**src/rtl/framed_payload_sender_pkg.sv**
```systemverilog
`default_nettype none
// ============================================================================
// Module   : framed_payload_sender_pkg
// Brief    : Shared state encoding and width helpers for the framed sender.
// Revision : 1.0 - initial release
// ============================================================================
package framed_payload_sender_pkg;

  typedef enum logic [2:0] {
    ST_IDLE      = 3'd0,
    ST_START     = 3'd1,
    ST_WAIT_ACK  = 3'd2,
    ST_WAIT_DONE = 3'd3,
    ST_DONE      = 3'd4
  } state_t;

  // Byte index width for a frame of 'total' bytes (never below 1 bit).
  function automatic int idx_width(input int total);
    return (total <= 2) ? 1 : $clog2(total);
  endfunction

  function automatic int tmo_width(input int timeout);
    return $clog2(timeout + 1);
  endfunction

endpackage
`default_nettype wire

```
**src/rtl/framed_payload_sender_if.sv**
```systemverilog
`default_nettype none
// ============================================================================
// Module   : framed_payload_sender_if
// Brief    : Request/payload/UART handshake bundle of the framed sender.
// Revision : 1.0 - initial release
// ============================================================================
interface framed_payload_sender_if #(
  parameter int SEND_BYTES_QTD = 2
);

  logic                          habilitar_envio;
  logic                          uart_ocupado;
  logic [8*SEND_BYTES_QTD-1:0]   buffer_envio;
  logic                          iniciar_envio;
  logic [7:0]                    dado_saida;
  logic                          envio_concluido;
  logic                          ocupado;

  modport master (
    output habilitar_envio, uart_ocupado, buffer_envio,
    input  iniciar_envio, dado_saida, envio_concluido, ocupado
  );

  modport slave (
    input  habilitar_envio, uart_ocupado, buffer_envio,
    output iniciar_envio, dado_saida, envio_concluido, ocupado
  );

endinterface
`default_nettype wire

```
**src/rtl/framed_payload_sender_uart_byte_handshake.sv**
```systemverilog
`default_nettype none
// ============================================================================
// Module   : framed_payload_sender_uart_byte_handshake
// Brief    : Hands one byte to the UART with start/busy handshake and retry.
// Revision : 1.0 - initial release
// ============================================================================
module framed_payload_sender_uart_byte_handshake
  import framed_payload_sender_pkg::*;
#(
  parameter int ACK_TIMEOUT = 255
) (
  input  logic       clock,
  input  logic       reset,
  input  logic       go,
  input  logic [7:0] byte_in,
  input  logic       uart_ocupado,
  output logic       iniciar_envio,
  output logic [7:0] dado_saida,
  output logic       byte_done
);

  localparam int                c_TMO_W    = tmo_width(ACK_TIMEOUT);
  localparam logic [c_TMO_W-1:0] c_TMO_LAST = c_TMO_W'(ACK_TIMEOUT - 1);

  state_t             r_state;
  logic [7:0]         r_dado;
  logic [c_TMO_W-1:0] r_tmo;

  // The strobe follows the live busy flag so the UART sees it in the first
  // START cycle in which it is free.
  assign iniciar_envio = (r_state == ST_START) && !uart_ocupado;
  assign byte_done     = (r_state == ST_WAIT_DONE) && !uart_ocupado;
  assign dado_saida    = r_dado;

  always_ff @(posedge clock or negedge reset) begin
    if (!reset) begin
      r_state <= ST_IDLE;
      r_dado  <= 8'h00;
      r_tmo   <= '0;
    end else begin
      case (r_state)
        ST_IDLE: begin
          if (go) begin
            r_dado  <= byte_in;
            r_state <= ST_START;
          end
        end
        ST_START: begin
          if (!uart_ocupado) begin
            r_tmo   <= '0;
            r_state <= ST_WAIT_ACK;
          end
        end
        ST_WAIT_ACK: begin
          if (uart_ocupado) begin
            r_state <= ST_WAIT_DONE;
          end else begin
            r_tmo <= r_tmo + c_TMO_W'(1);
            if (r_tmo == c_TMO_LAST) begin
              r_state <= ST_START;
            end
          end
        end
        ST_WAIT_DONE: begin
          if (!uart_ocupado) begin
            // Chaining the next byte here gives the two-cycle byte gap.
            if (go) begin
              r_dado  <= byte_in;
              r_state <= ST_START;
            end else begin
              r_dado  <= 8'h00;
              r_state <= ST_IDLE;
            end
          end
        end
        default: r_state <= ST_IDLE;
      endcase
    end
  end

endmodule
`default_nettype wire

```
**src/rtl/framed_payload_sender.sv**
```systemverilog
`default_nettype none
// ============================================================================
// Module   : framed_payload_sender
// Brief    : Sends EVENT_CODE, a latched payload and an optional XOR checksum.
// Revision : 1.0 - initial release
// ============================================================================
module framed_payload_sender
  import framed_payload_sender_pkg::*;
#(
  parameter logic [7:0] EVENT_CODE     = 8'hAE,
  parameter int         SEND_BYTES_QTD = 2,
  parameter int         MSB_FIRST      = 1,
  parameter int         CHECKSUM_EN    = 1,
  parameter int         ACK_TIMEOUT    = 255
) (
  input  logic                    clock,
  input  logic                    reset,
  framed_payload_sender_if.slave  bus
);

  localparam int                 c_TOTAL = 1 + SEND_BYTES_QTD + ((CHECKSUM_EN != 0) ? 1 : 0);
  localparam int                 c_IDX_W = idx_width(c_TOTAL);
  localparam int                 c_PW    = 8 * SEND_BYTES_QTD;
  localparam logic [c_IDX_W-1:0] c_LAST  = c_IDX_W'(c_TOTAL - 1);

  state_t             r_state;
  logic               r_armed;
  logic [c_PW-1:0]    r_payload;
  logic [c_IDX_W-1:0] r_k;
  logic [7:0]         r_cks;
  logic               r_concluido;
  logic               r_ocupado;

  logic               w_accept;
  logic               w_byte_done;
  logic               w_is_payload;
  logic               w_go;
  logic [c_IDX_W-1:0] w_k_next;
  logic [7:0]         w_cur_byte;
  logic [7:0]         w_cks_next;
  logic [7:0]         w_go_byte;
  logic               w_iniciar;
  logic [7:0]         w_dado;

  // Frame byte k: event code, payload in configured order, then checksum.
  function automatic logic [7:0] byte_at(input logic [c_IDX_W-1:0] k,
                                         input logic [7:0]         cks,
                                         input logic [c_PW-1:0]    payload);
    logic [7:0] b;
    b = 8'h00;
    if (k == '0) begin
      b = EVENT_CODE;
    end else if ((CHECKSUM_EN != 0) && (k == c_LAST)) begin
      b = cks;
    end else begin
      for (int i = 0; i < SEND_BYTES_QTD; i++) begin
        if (k == c_IDX_W'((MSB_FIRST != 0) ? (SEND_BYTES_QTD - i) : (i + 1))) begin
          b = payload[8*i +: 8];
        end
      end
    end
    return b;
  endfunction

  assign w_accept     = (r_state == ST_IDLE) && bus.habilitar_envio && r_armed;
  assign w_k_next     = r_k + c_IDX_W'(1);
  assign w_cur_byte   = byte_at(r_k, r_cks, r_payload);
  assign w_is_payload = (r_k != '0) && !((CHECKSUM_EN != 0) && (r_k == c_LAST));
  assign w_cks_next   = w_is_payload ? (r_cks ^ w_cur_byte) : r_cks;
  // The checksum byte is selected with the running XOR already including the
  // payload byte that is finishing in this same cycle.
  assign w_go         = w_accept || (w_byte_done && (r_state == ST_START) && (r_k != c_LAST));
  assign w_go_byte    = w_accept ? EVENT_CODE : byte_at(w_k_next, w_cks_next, r_payload);

  framed_payload_sender_uart_byte_handshake #(
    .ACK_TIMEOUT (ACK_TIMEOUT)
  ) u_handshake (
    .clock         (clock),
    .reset         (reset),
    .go            (w_go),
    .byte_in       (w_go_byte),
    .uart_ocupado  (bus.uart_ocupado),
    .iniciar_envio (w_iniciar),
    .dado_saida    (w_dado),
    .byte_done     (w_byte_done)
  );

  assign bus.iniciar_envio   = w_iniciar;
  assign bus.dado_saida      = w_dado;
  assign bus.envio_concluido = r_concluido;
  assign bus.ocupado         = r_ocupado;

  // ST_START spans the whole byte sequence; per-byte phases live in the
  // handshake block.
  always_ff @(posedge clock or negedge reset) begin
    if (!reset) begin
      r_state     <= ST_IDLE;
      r_armed     <= 1'b1;
      r_payload   <= '0;
      r_k         <= '0;
      r_cks       <= 8'h00;
      r_concluido <= 1'b0;
      r_ocupado   <= 1'b0;
    end else begin
      if (!bus.habilitar_envio) begin
        r_armed <= 1'b1;
      end else if (w_accept) begin
        r_armed <= 1'b0;
      end

      case (r_state)
        ST_IDLE: begin
          if (w_accept) begin
            r_payload <= bus.buffer_envio;
            r_cks     <= EVENT_CODE;
            r_k       <= '0;
            r_ocupado <= 1'b1;
            r_state   <= ST_START;
          end
        end
        ST_START: begin
          if (w_byte_done) begin
            r_cks <= w_cks_next;
            if (r_k == c_LAST) begin
              r_concluido <= 1'b1;
              r_state     <= ST_DONE;
            end else begin
              r_k <= w_k_next;
            end
          end
        end
        ST_DONE: begin
          r_concluido <= 1'b0;
          r_ocupado   <= 1'b0;
          r_k         <= '0;
          r_state     <= ST_IDLE;
        end
        default: r_state <= ST_IDLE;
      endcase
    end
  end

endmodule
`default_nettype wire

```
**src/flat_wrapper.sv**
```systemverilog
// flat-port wrapper written by rule: the top's interface ports become plain ports
module framed_payload_sender_flat import framed_payload_sender_pkg::*;
#(
  parameter logic [7:0] EVENT_CODE     = 8'hAE,
  parameter int         SEND_BYTES_QTD = 2,
  parameter int         MSB_FIRST      = 1,
  parameter int         CHECKSUM_EN    = 1,
  parameter int         ACK_TIMEOUT    = 255
)
  (clock, reset, bus_habilitar_envio, bus_uart_ocupado, bus_buffer_envio, bus_iniciar_envio, bus_dado_saida, bus_envio_concluido, bus_ocupado);
  framed_payload_sender_if #(.SEND_BYTES_QTD(SEND_BYTES_QTD)) bus_i ();
  input  logic clock;
  input  logic reset;
  input wire logic [$bits(bus_i.habilitar_envio)-1:0] bus_habilitar_envio;
  input wire logic [$bits(bus_i.uart_ocupado)-1:0] bus_uart_ocupado;
  input wire logic [$bits(bus_i.buffer_envio)-1:0] bus_buffer_envio;
  output wire logic [$bits(bus_i.iniciar_envio)-1:0] bus_iniciar_envio;
  output wire logic [$bits(bus_i.dado_saida)-1:0] bus_dado_saida;
  output wire logic [$bits(bus_i.envio_concluido)-1:0] bus_envio_concluido;
  output wire logic [$bits(bus_i.ocupado)-1:0] bus_ocupado;
  assign bus_i.habilitar_envio = bus_habilitar_envio;
  assign bus_i.uart_ocupado = bus_uart_ocupado;
  assign bus_i.buffer_envio = bus_buffer_envio;
  assign bus_iniciar_envio = bus_i.iniciar_envio;
  assign bus_dado_saida = bus_i.dado_saida;
  assign bus_envio_concluido = bus_i.envio_concluido;
  assign bus_ocupado = bus_i.ocupado;
  framed_payload_sender #(.EVENT_CODE(EVENT_CODE), .SEND_BYTES_QTD(SEND_BYTES_QTD), .MSB_FIRST(MSB_FIRST), .CHECKSUM_EN(CHECKSUM_EN), .ACK_TIMEOUT(ACK_TIMEOUT)) u_core (.clock(clock), .reset(reset), .bus(bus_i));
endmodule
```
**config.mk**
```make
export PLATFORM = sky130hd
export DESIGN_NAME = framed_payload_sender_flat
export DESIGN_NICKNAME = d
export VERILOG_FILES = /design/src/rtl/framed_payload_sender_pkg.sv /design/src/rtl/framed_payload_sender_if.sv /design/src/rtl/framed_payload_sender_uart_byte_handshake.sv /design/src/rtl/framed_payload_sender.sv /design/src/flat_wrapper.sv
export SDC_FILE = /design/constraint.sdc
export NUM_CORES = 1
export LEC_CHECK = 0
export ABC_AREA = 0
export ABC_CLOCK_PERIOD_IN_PS = 2500
export BUFFER_PORTS_ARGS = -buffer_cell sky130_fd_sc_hd__buf_2
export CORE_MARGIN = 4
export CORE_UTILIZATION = 40
export DETAILED_ROUTE_END_ITERATION = 6
export GPL_ROUTABILITY_DRIVEN = 0
export GPL_TIMING_DRIVEN = 0
export PLACE_DENSITY = 0.67
export SYNTH_ARGS = -nofsm -noshare
export SYNTH_HDL_FRONTEND = slang
export SYNTH_SLANG_ARGS = --single-unit
```
**constraint.sdc**
```tcl
create_clock -name clock -period 2.5 [get_ports clock]
set_clock_uncertainty 0.15 [all_clocks]
set_input_delay 0.125 -clock clock [delete_from_list [all_inputs] [get_ports clock]]
set_output_delay 0.125 -clock clock [all_outputs]
set_load 0.05 [all_outputs]
```
==> results of run 1 <==
## cell type report
class / instances / area share, %
Inverter: 8 / 0.8882
Buffer: 17 / 2.554
Clock inverter: 1 / 0.2591
Multi-Input combinational cell: 245 / 44.52
Tap cell: 96 / 3.553
Timing Repair Buffer: 48 / 9.771
Clock buffer: 6 / 2.147
Sequential cell: 49 / 36.31
## layout by cell type (no fill, tap or decap), types with 2 or more instances in the layout
cell type and count:
clkbuf_8 5, ha_1 9, nor3_1 8, o22a_1 5, nand3b_1 14, nand2_1 79, or3_1 2, o31a_1 2
dfrtp_1 48, nand2b_1 4, mux2i_1 5, nand3_1 4, mux2_2 2, a32oi_1 3, o21ai_0 23, and3_1 5
and3b_1 2, o21a_1 7, inv_1 8, dlygate4sd3_1 18, a21boi_0 5, xnor2_1 6, nor2_1 5, o211ai_1 10
a21oi_1 26, clkbuf_1 9, buf_2 36, nor2b_1 2, buf_4 2
## registers in the layout, indices dropped and copies added, names as in the netlist
| name | cells |
|---|---|
| u_core.r_state | 2 |
| u_core.r_armed | 1 |
| u_core.u_handshake.r_tmo | 8 |
| u_core.r_k | 2 |
| u_core.bus.envio_concluido | 1 |
| u_core.bus.ocupado | 1 |
| u_core.u_handshake.dado_saida | 8 |
| u_core.r_payload | 16 |
| u_core.u_handshake.r_state | 2 |
| u_core.r_cks | 8 |
## power breakdown
group	switching, mW	internal [mW]	leakage (nW)
Sequential	0.264	1.09	0.610
Combinational	1.19	0.720	0.844
Clock	0.268	0.195	0.0412
## routing by layer
layer	GRT usage, %	vias up
li1	-	1231
met1	23.40	1186
met2	26.59	52
met3	2.437	6
met4	5.693	0
met5	0	-
## worst max-delay path, stage by stage, from the launching register on
cell and delay (ns):
dfrtp_1 0.44, inv_1 0.14, ha_1 0.29, buf_4 0.21, a21oi_1 0.07, a21boi_0 0.50
mux2i_1 0.27, o211ai_1 0.09
## what timing repair did
action	4_1_cts	5_1_grt
hold endpoints to repair	65	0
hold buffers	18	0
setup endpoints to repair	0	0
gates resized for setup	0	0
## kinds of logic (layout without fill, tap and decap cells)
kind of cell               after synthesis  after routing
and+or+nand+nor                        134            134
AOI/OAI and AO/OA                       89             89
DFF                                     49             49
buffers and inverters                   25             80
adders and majority gates                9              9
muxes                                    7              7
xor gates and xnor gates                 6              6
## worst max-delay path by stage
| stage | start | endpoint | slack, ns | depth (start not counted) |
|---|---|---|---|---|
| global placement | u_core.r_k[1] | u_core.u_handshake.dado_saida[7] | 0.33 | 7 |
| CTS | u_core.r_k[1] | u_core.u_handshake.dado_saida[1] | 0.27 | 7 |
| global route | u_core.r_k[1] | u_core.u_handshake.dado_saida[1] | 0.03 | 7 |
| finish | u_core.r_k[1] | u_core.u_handshake.dado_saida[7] | 0.23 | 7 |
| floorplan | u_core.r_k[0] | u_core.u_handshake.dado_saida[1] | 0.64 | 7 |
| detailed placement | u_core.r_k[1] | u_core.u_handshake.dado_saida[3] | 0.30 | 7 |
## stage by stage
| stage | cells | total power, mW | area (sq um) | hold slack [ns] |
|---|---|---|---|---|
| 2_1_floorplan | 319 | 2.771 | 2849 | -0.3206 |
| 3_3_place_gp | 445 | 3.203 | 3119 | 0.1637 |
| 3_5_place_dp | 445 | 3.250 | 3119 | 0.1672 |
| 4_1_cts | 470 | 3.737 | 3381 | 0.09875 |
| 5_1_grt | 470 | 4.062 | 3381 | 0.1184 |
| 6_report | 470 | 3.730 | 3381 | 0.1009 |
==> flow_summary.ini, run 1 <==
[synth]
synthCells = 319
synth_edf_count = 0
synth-warning-count = 0
seq_area_frac_synth_pct = 43.08
synth_largest_type_area_fraction_pct = 42.16
synth-seq-cells = 49
largest_area_contributor_in_the_netlist = dfrtp_1
synth_top_family_by_area = simple AND/OR/NAND/NOR gates
avgSynthCellArea_sq_um = 8.931
synth.mux.area_fraction_pct = 2.547
fraction_of_the_mapped_netlist_area_in_compound_gates_pct = 19.72
postSynth.asyncResetShare_pct = 100.0
xor_xnor_share_of_the_synthesized_area_pct = 1.845
synth_fp_nets = 348
adder_cell_area_share_of_the_yosys_netlist_pct = 3.953
synth-simple-area-share_pct = 24.77
yosys-top-cells-area = dfrtp_1 42%, nand2_1 10%, a21oi_1 4.6%, o21ai_0 4.0%, ha_1 4.0%
synth.cell_area_sq_um = 2849
synth.top_cells.by_count = 79 x nand2_1, 48 x dfrtp_1, 26 x a21oi_1
synth_flop_cell = dfrtp_1
netlist-cell-type-count = 46
synthMostInstantiatedCell = nand2_1

[cts]
ctsRootBufferMaster = clkbuf_8
cts_buffer_depth = 2
cts_tree = yes
numCtsBuffers = 5
htreeDepth = 2
worst_setup_hold_path_clk_slew_ns = 0.10
clock_sink_total = 49
cts_setup_buffers = 0
later_pin_clock_latency_in_the_skew_report_ns = 0.31

[worst_setup_path]
setup.reg_to_reg.worst_slack_ns = 0.23
r2r_end = u_core.u_handshake.dado_saida[7]
crit_fanout = 10
critical_path_class = register to register
r2r_start = u_core.r_k[1]
crit_required_ns = 2.54
cp_data_arrival_time_ns = 2.31
timing.critical_path.to_type = register
length_in_cells_of_the_worst_reg_to_reg_path = 7
timing.critical_path.from_type = register

[cells_and_area]
fillCellCount = 670
seqCellArea_sq_um = 1227
multi_input_combinational_cell_area_sq_um = 1505
post_route_cells_drive_above_1_share_pct = 14.71
areaGrowthSynthToFinish_pct = 18.66
finish.net_count = 403
insertedDiodeCount = 0
postLayoutCoreUtil_pct = 49.22

[grt]
grt_max_degree = 50
antenna_violations_before_repair = 0
first_pass_grt_wire_length_um = 11540
first_global_vias = 2401
gr-usage-all-layers_pct = 16.76
grt_overflow_total = 0

[drt]
drt-met1-wl_um = 3190
initialDrtViolationCount = 148
wl_met3_um = 265
avgRoutedWirePerCell_um = 14.16
residual_drc = 0
via_count = 2475
antenna_violating_nets_post_route = 0
drt_pass1_iterations = 4
post_drt_via_cell_ratio = 5.266
amount_of_wire_on_met2_after_detailed_routing_um = 3106
final_wirelength_um = 6657
dr.max_layer_used = met4

[sta]
timing_worst_slew_pin_value_ns = 1.125
final.min_clock_period_ns = 2.268
setup_viol = 0
final.setup.worst_slack_ns = 0.2319
hold_viol = 0
report.final.slew_viol_count = 0
rsz0062_at_grt = no
period_utilisation_layout_pct = 90.72
fin_tns_setup_ns = 0
max-slew-margin-rel_pct = 25.01
max_clock_freq_mhz = 440.9

[floorplan]
die_area_sq_um = 8537
std_cell_rows = 30
io_pins = 31
chipHeight_um = 92.40
initial_utilization_pct = 41.48
floorplan.die.width_um = 92.40
coreArea_sq_um = 6869

[pwr]
power.leakage_nw = 1.496
power-per-cell-area_nw_per_um2 = 1103
vdd_ir_drop_max_mv = 0.4296

[min_path]
holdPathEnd = u_core.u_handshake.r_state[0]
holdCritStartpoint = bus_uart_ocupado
holdPathStages = 3
hold_class = input port to register

[run_status]
status = complete, no violations

[placement]
placement.io_buffers = 30
post-place-ws_ns = 0.3022
place.detailed.hpwl_um = 4699

[job]
max_cap_viol_count = 0
No activity file was read; power rests on OpenSTA's default activity.
==> run 2: changes to the inputs <==
--- a/config.mk
+++ b/config.mk
@@ -8,5 +8,5 @@
 export ABC_AREA = 0
 export ABC_CLOCK_PERIOD_IN_PS = 2500
-export BUFFER_PORTS_ARGS = -buffer_cell sky130_fd_sc_hd__buf_2
+export BUFFER_PORTS_ARGS = -buffer_cell sky130_fd_sc_hd__buf_4
 export CORE_MARGIN = 4
 export CORE_UTILIZATION = 40
--- a/constraint.sdc
+++ b/constraint.sdc
@@ -3,3 +3,3 @@
 set_input_delay 0.125 -clock clock [delete_from_list [all_inputs] [get_ports clock]]
 set_output_delay 0.125 -clock clock [all_outputs]
-set_load 0.05 [all_outputs]
+set_load 0.01 [all_outputs]
==> flow_summary.ini, run 2 (synthesis gave the netlist of run 1 again) <==
[drt]
drt_pass1_iterations = 4
residual_drc = 0
post_drt_via_cell_ratio = 5.327
initialDrtViolationCount = 125
antenna_violating_nets_post_route = 0
via_count = 2509
final_wirelength_um = 6597
avgRoutedWirePerCell_um = 14.01

[cells_and_area]
regMostFlops = u_core.r_payload
finish.net_count = 403
insertedDiodeCount = 0
areaGrowthSynthToFinish_pct = 21.39
post_route_cells_drive_above_1_share_pct = 14.67
layout_common_cells = 79 x nand2_1, 48 x dfrtp_1, 32 x buf_4
postLayoutCoreUtil_pct = 50.35
most_frequent_standard_cell_in_the_layout_excluding_fill_and_tap_cells = nand2_1
largest_register_ff_count = 16

[pwr]
power.share.switching_pct = 42.98
clock_power_share_pct = 12.9
fin_total_pwr_mw = 3.586
power-per-cell-area_nw_per_um2 = 1037
power.leakage_nw = 1.513
power_frac_comb_pct = 49.2
sequential_share_of_power_pct = 37.9
vdd_ir_drop_max_mv = 0.3948
power.switching_mw = 1.541
internal_power_contribution_mw = 2.044

[cts]
numCtsBuffers = 5
later_pin_clock_latency_in_the_skew_report_ns = 0.30
cts_buffer_depth = 2
cts_tree = yes
worst_setup_hold_path_clk_slew_ns = 0.09
clock_sink_total = 49
htreeDepth = 2
ctsRootBufferMaster = clkbuf_8
cts_setup_buffers = 0

[sta]
max-slew-margin-rel_pct = 57.01
hold_viol = 0
rsz0062_at_grt = no
fin_tns_setup_ns = 0
report.final.slew_viol_count = 0
setup_viol = 0
period_utilisation_layout_pct = 89.92
final.min_clock_period_ns = 2.248
timing_worst_slew_pin_value_ns = 0.6449
max_clock_freq_mhz = 444.8

[run_status]
status = complete, no violations

[grt]
gr-usage-all-layers_pct = 16.49
grt_overflow_total = 0
first_pass_grt_wire_length_um = 11350
antenna_violations_before_repair = 0
grt_max_degree = 50
first_global_vias = 2368

[worst_setup_path]
critical_path_class = register to register
crit_required_ns = 2.54
setup.reg_to_reg.worst_slack_ns = 0.25
timing.critical_path.to_type = register
timing.critical_path.from_type = register
crit_fanout = 10
cp_data_arrival_time_ns = 2.28

[floorplan]
std_cell_rows = 30
io_pins = 31
floorplan.die.width_um = 92.40
initial_utilization_pct = 41.48
chipHeight_um = 92.40
coreArea_sq_um = 6869
die_area_sq_um = 8537

[placement]
placement.io_buffers = 30
place.detailed.hpwl_um = 4722

[min_path]
hold_class = input port to register

[job]
max_cap_viol_count = 0
[run 2: changes by cell type in the layout (fill, tap and decap cells not counted), sizes merged]
cell	change
clkbuf	+1
clkinvlp	+1
clkinv	-1
[run 2: final timing paths]
check,start,endpoint,depth (start not counted)
max in group asynchronous,reset,u_core.r_k[1],2
max,u_core.r_k[0],u_core.u_handshake.dado_saida[2],7
min reg2reg,u_core.bus.ocupado,u_core.bus.ocupado,2
min in group asynchronous,reset,u_core.r_cks[7],2
min,bus_uart_ocupado,u_core.u_handshake.r_state[0],3
max reg2reg,u_core.r_k[0],u_core.u_handshake.dado_saida[2],7
[run 2: worst max-delay path: stages, from the launching register on]
cell and delay (ns):
dfrtp_1 0.44, inv_1 0.12, ha_1 0.47, and3b_1 0.23
clkbuf_1 0.35, nor3_1 0.08, mux2i_1 0.20, o211ai_1 0.10
[run 2: power groups by stage]
| stage | sequential (mW) | combinational (mW) | clock (mW) |
|---|---|---|---|
| after global placement | 1.36 | 1.71 | 0 |
| after floorplan | 1.33 | 1.27 | 0 |
| after global routing | 1.40 | 2.00 | 0.524 |
| after detailed placement | 1.37 | 1.74 | 0 |
| final | 1.36 | 1.76 | 0.464 |
| after CTS | 1.35 | 1.77 | 0.482 |
[run 2: through the flow]
stage | hold WS [ns] | area, sq um | setup WS (ns) | cells
6_report | 0.09222 | 3458 | 0.2519 | 471
5_1_grt | 0.1191 | 3458 | 0.04014 | 471
4_1_cts | 0.08057 | 3458 | 0.2512 | 471
3_5_place_dp | 0.05127 | 3194 | 0.2636 | 445
3_3_place_gp | 0.04741 | 3194 | 0.3198 | 445
2_1_floorplan | -0.3206 | 2849 | 0.6399 | 319
[run 2: what timing repair did]
| action | 4_1_cts | 5_1_grt |
|---|---|---|
| hold buffers | 18 | 0 |
| gates resized for setup | 0 | 0 |
| endpoints found under the hold margin | 65 | 0 |
[run 2: routing by layer]
metal  wire (um)  share of wire [%]  track usage [%]  up-vias
met5           0                  0                0        -
met4         131                2.0            6.064        0
met3         255                3.9            3.006       13
met2        3046                 46            25.80       48
met1        3163                 48            22.72     1218
li1            -                  -                -     1230
[run 2: layout make-up]
cell class                 count  area (sq um)
timing repair buffer          48         405.4
fill                         676          3411
sequential                    49          1227
buffer                        17         86.33
inverter                       8         30.03
clock buffer                   7         76.32
tap                           96         120.1
multi-input combinational    245          1505
clock inverter                 1         7.507
==> run 3: changes to the inputs <==
BUFFER_PORTS_ARGS = default   (was -buffer_cell sky130_fd_sc_hd__buf_4)
DONT_BUFFER_PORTS = 1   (was default)
PLACE_DENSITY = 0.63   (was 0.67)
==> flow_summary.ini, run 3 (synthesis gave the netlist of run 1 again) <==
[floorplan]
die_area_sq_um = 8537
floorplan.die.width_um = 92.40
coreArea_sq_um = 6869
initial_utilization_pct = 41.48
io_pins = 31
chipHeight_um = 92.40
std_cell_rows = 30

[grt]
first_global_vias = 2371
gr-usage-all-layers_pct = 16.56
first_pass_grt_wire_length_um = 11540
grt_overflow_total = 0
antenna_violations_before_repair = 0
grt_max_degree = 50

[cells_and_area]
regMostFlops = u_core.r_payload
most_frequent_standard_cell_in_the_layout_excluding_fill_and_tap_cells = nand2_1
finish.net_count = 375
fillCellCount = 651
seqCellArea_sq_um = 1227
areaGrowthSynthToFinish_pct = 16.69
layout_common_cells = 79 x nand2_1, 48 x dfrtp_1, 26 x a21oi_1
insertedDiodeCount = 0
multi_input_combinational_cell_area_sq_um = 1505
post_route_cells_drive_above_1_share_pct = 8.069
largest_register_ff_count = 16

[pwr]
power.switching_mw = 1.564
power.share.switching_pct = 41.89
clock_power_share_pct = 18.5
power-per-cell-area_nw_per_um2 = 1123
internal_power_contribution_mw = 2.169
power_frac_comb_pct = 44.2
vdd_ir_drop_max_mv = 0.4628
sequential_share_of_power_pct = 37.2
fin_total_pwr_mw = 3.733
power.leakage_nw = 1.412

[sta]
setup_viol = 0
max-slew-margin-rel_pct = 60.96
rsz0062_at_grt = no
fin_tns_setup_ns = 0
timing_worst_slew_pin_value_ns = 0.5856
max_clock_freq_mhz = 435.3
final.min_clock_period_ns = 2.297
hold_viol = 0
report.final.slew_viol_count = 0
period_utilisation_layout_pct = 91.89

[placement]
place.detailed.hpwl_um = 4776
placement.io_buffers = 0

[worst_setup_path]
cp_data_arrival_time_ns = 2.34
worst_setup_path_endpoint = u_core.u_handshake.dado_saida[2]
length_in_cells_of_the_worst_reg_to_reg_path = 7
crit_required_ns = 2.54
timing.critical_path.to_type = register
setup.reg_to_reg.worst_slack_ns = 0.20
timing.critical_path.from_type = register
r2r_start = u_core.r_k[0]
r2r_end = u_core.u_handshake.dado_saida[2]
crit_fanout = 10
critical_path_class = register to register
startpoint = u_core.r_k[0]

[drt]
post_drt_via_cell_ratio = 5.350
antenna_violating_nets_post_route = 0
residual_drc = 0
final_wirelength_um = 6822
avgRoutedWirePerCell_um = 15.40
initialDrtViolationCount = 76
via_count = 2370
drt_pass1_iterations = 4

[cts]
clock_sink_total = 49
htreeDepth = 2
cts_hold_repair.buffers = 20
cts_buffer_depth = 2
cts_setup_buffers = 0
cts-resized-gates = 0
later_pin_clock_latency_in_the_skew_report_ns = 0.31
cts_tree = yes
numCtsBuffers = 5
worst_setup_hold_path_clk_slew_ns = 0.10
ctsRootBufferMaster = clkbuf_8

[run_status]
status = complete, no violations

[job]
max_cap_viol_count = 0

[min_path]
hold_class = input port to register
[run 3: power groups by stage]
stage	clock, mW	combinational [mW]	sequential (mW)
2_1_floorplan	0	1.27	1.33
3_3_place_gp	0	1.56	1.39
3_5_place_dp	0	1.60	1.40
4_1_cts	0.706	1.65	1.39
5_1_grt	0.737	1.88	1.44
6_report	0.691	1.65	1.39
[run 3: routing by layer]
layer  vias up  wire length (um)  track usage [%]
li1       1169                 -                -
met1      1151              3332            23.65
met2        45              3102            25.80
met3         5               330            3.412
met4         0                56            3.713
met5         -                 0                0
[run 3: cell type report]
| class | instances | share of cell area [%] |
|---|---|---|
| buffer | 17 | 2.597 |
| clock buffer | 5 | 2.070 |
| clock inverter | 3 | 2.070 |
| inverter | 8 | 0.9033 |
| multi-input combinational | 245 | 45.28 |
| sequential | 49 | 36.92 |
| tap | 96 | 3.613 |
| timing repair buffer | 20 | 6.549 |
[run 3: worst min-delay path by stage]
stage	from	cells after the start	end
after floorplan	reset	0	u_core.bus.envio_concluido
after global placement	reset	0	u_core.u_handshake.dado_saida[1]
after detailed placement	reset	0	u_core.u_handshake.dado_saida[1]
after CTS	bus_uart_ocupado	2	u_core.r_state[0]
after global routing	bus_uart_ocupado	2	u_core.r_state[0]
final	bus_uart_ocupado	2	u_core.r_state[0]
[run 3: critical path, cell delays in order (launching register included)]
cell	delay, ns
dfrtp_1	0.45
inv_1	0.12
ha_1	0.45
and3b_1	0.22
clkbuf_1	0.37
nor3_1	0.09
mux2i_1	0.23
o211ai_1	0.11
[run 3: stage by stage]
step	instances	setup slack, ns	area, sq um	utilization (%)	hold slack, ns
floorplan	319	0.6399	2849	-	-0.3206
global route	443	0.04134	3324	48.40	0.06544
global placement	415	0.3194	2969	43.22	-0.3173
detailed placement	415	0.2956	2969	43.22	-0.3172
finish	443	0.2027	3324	48.40	0.04817
CTS	443	0.2429	3324	48.40	0.03936
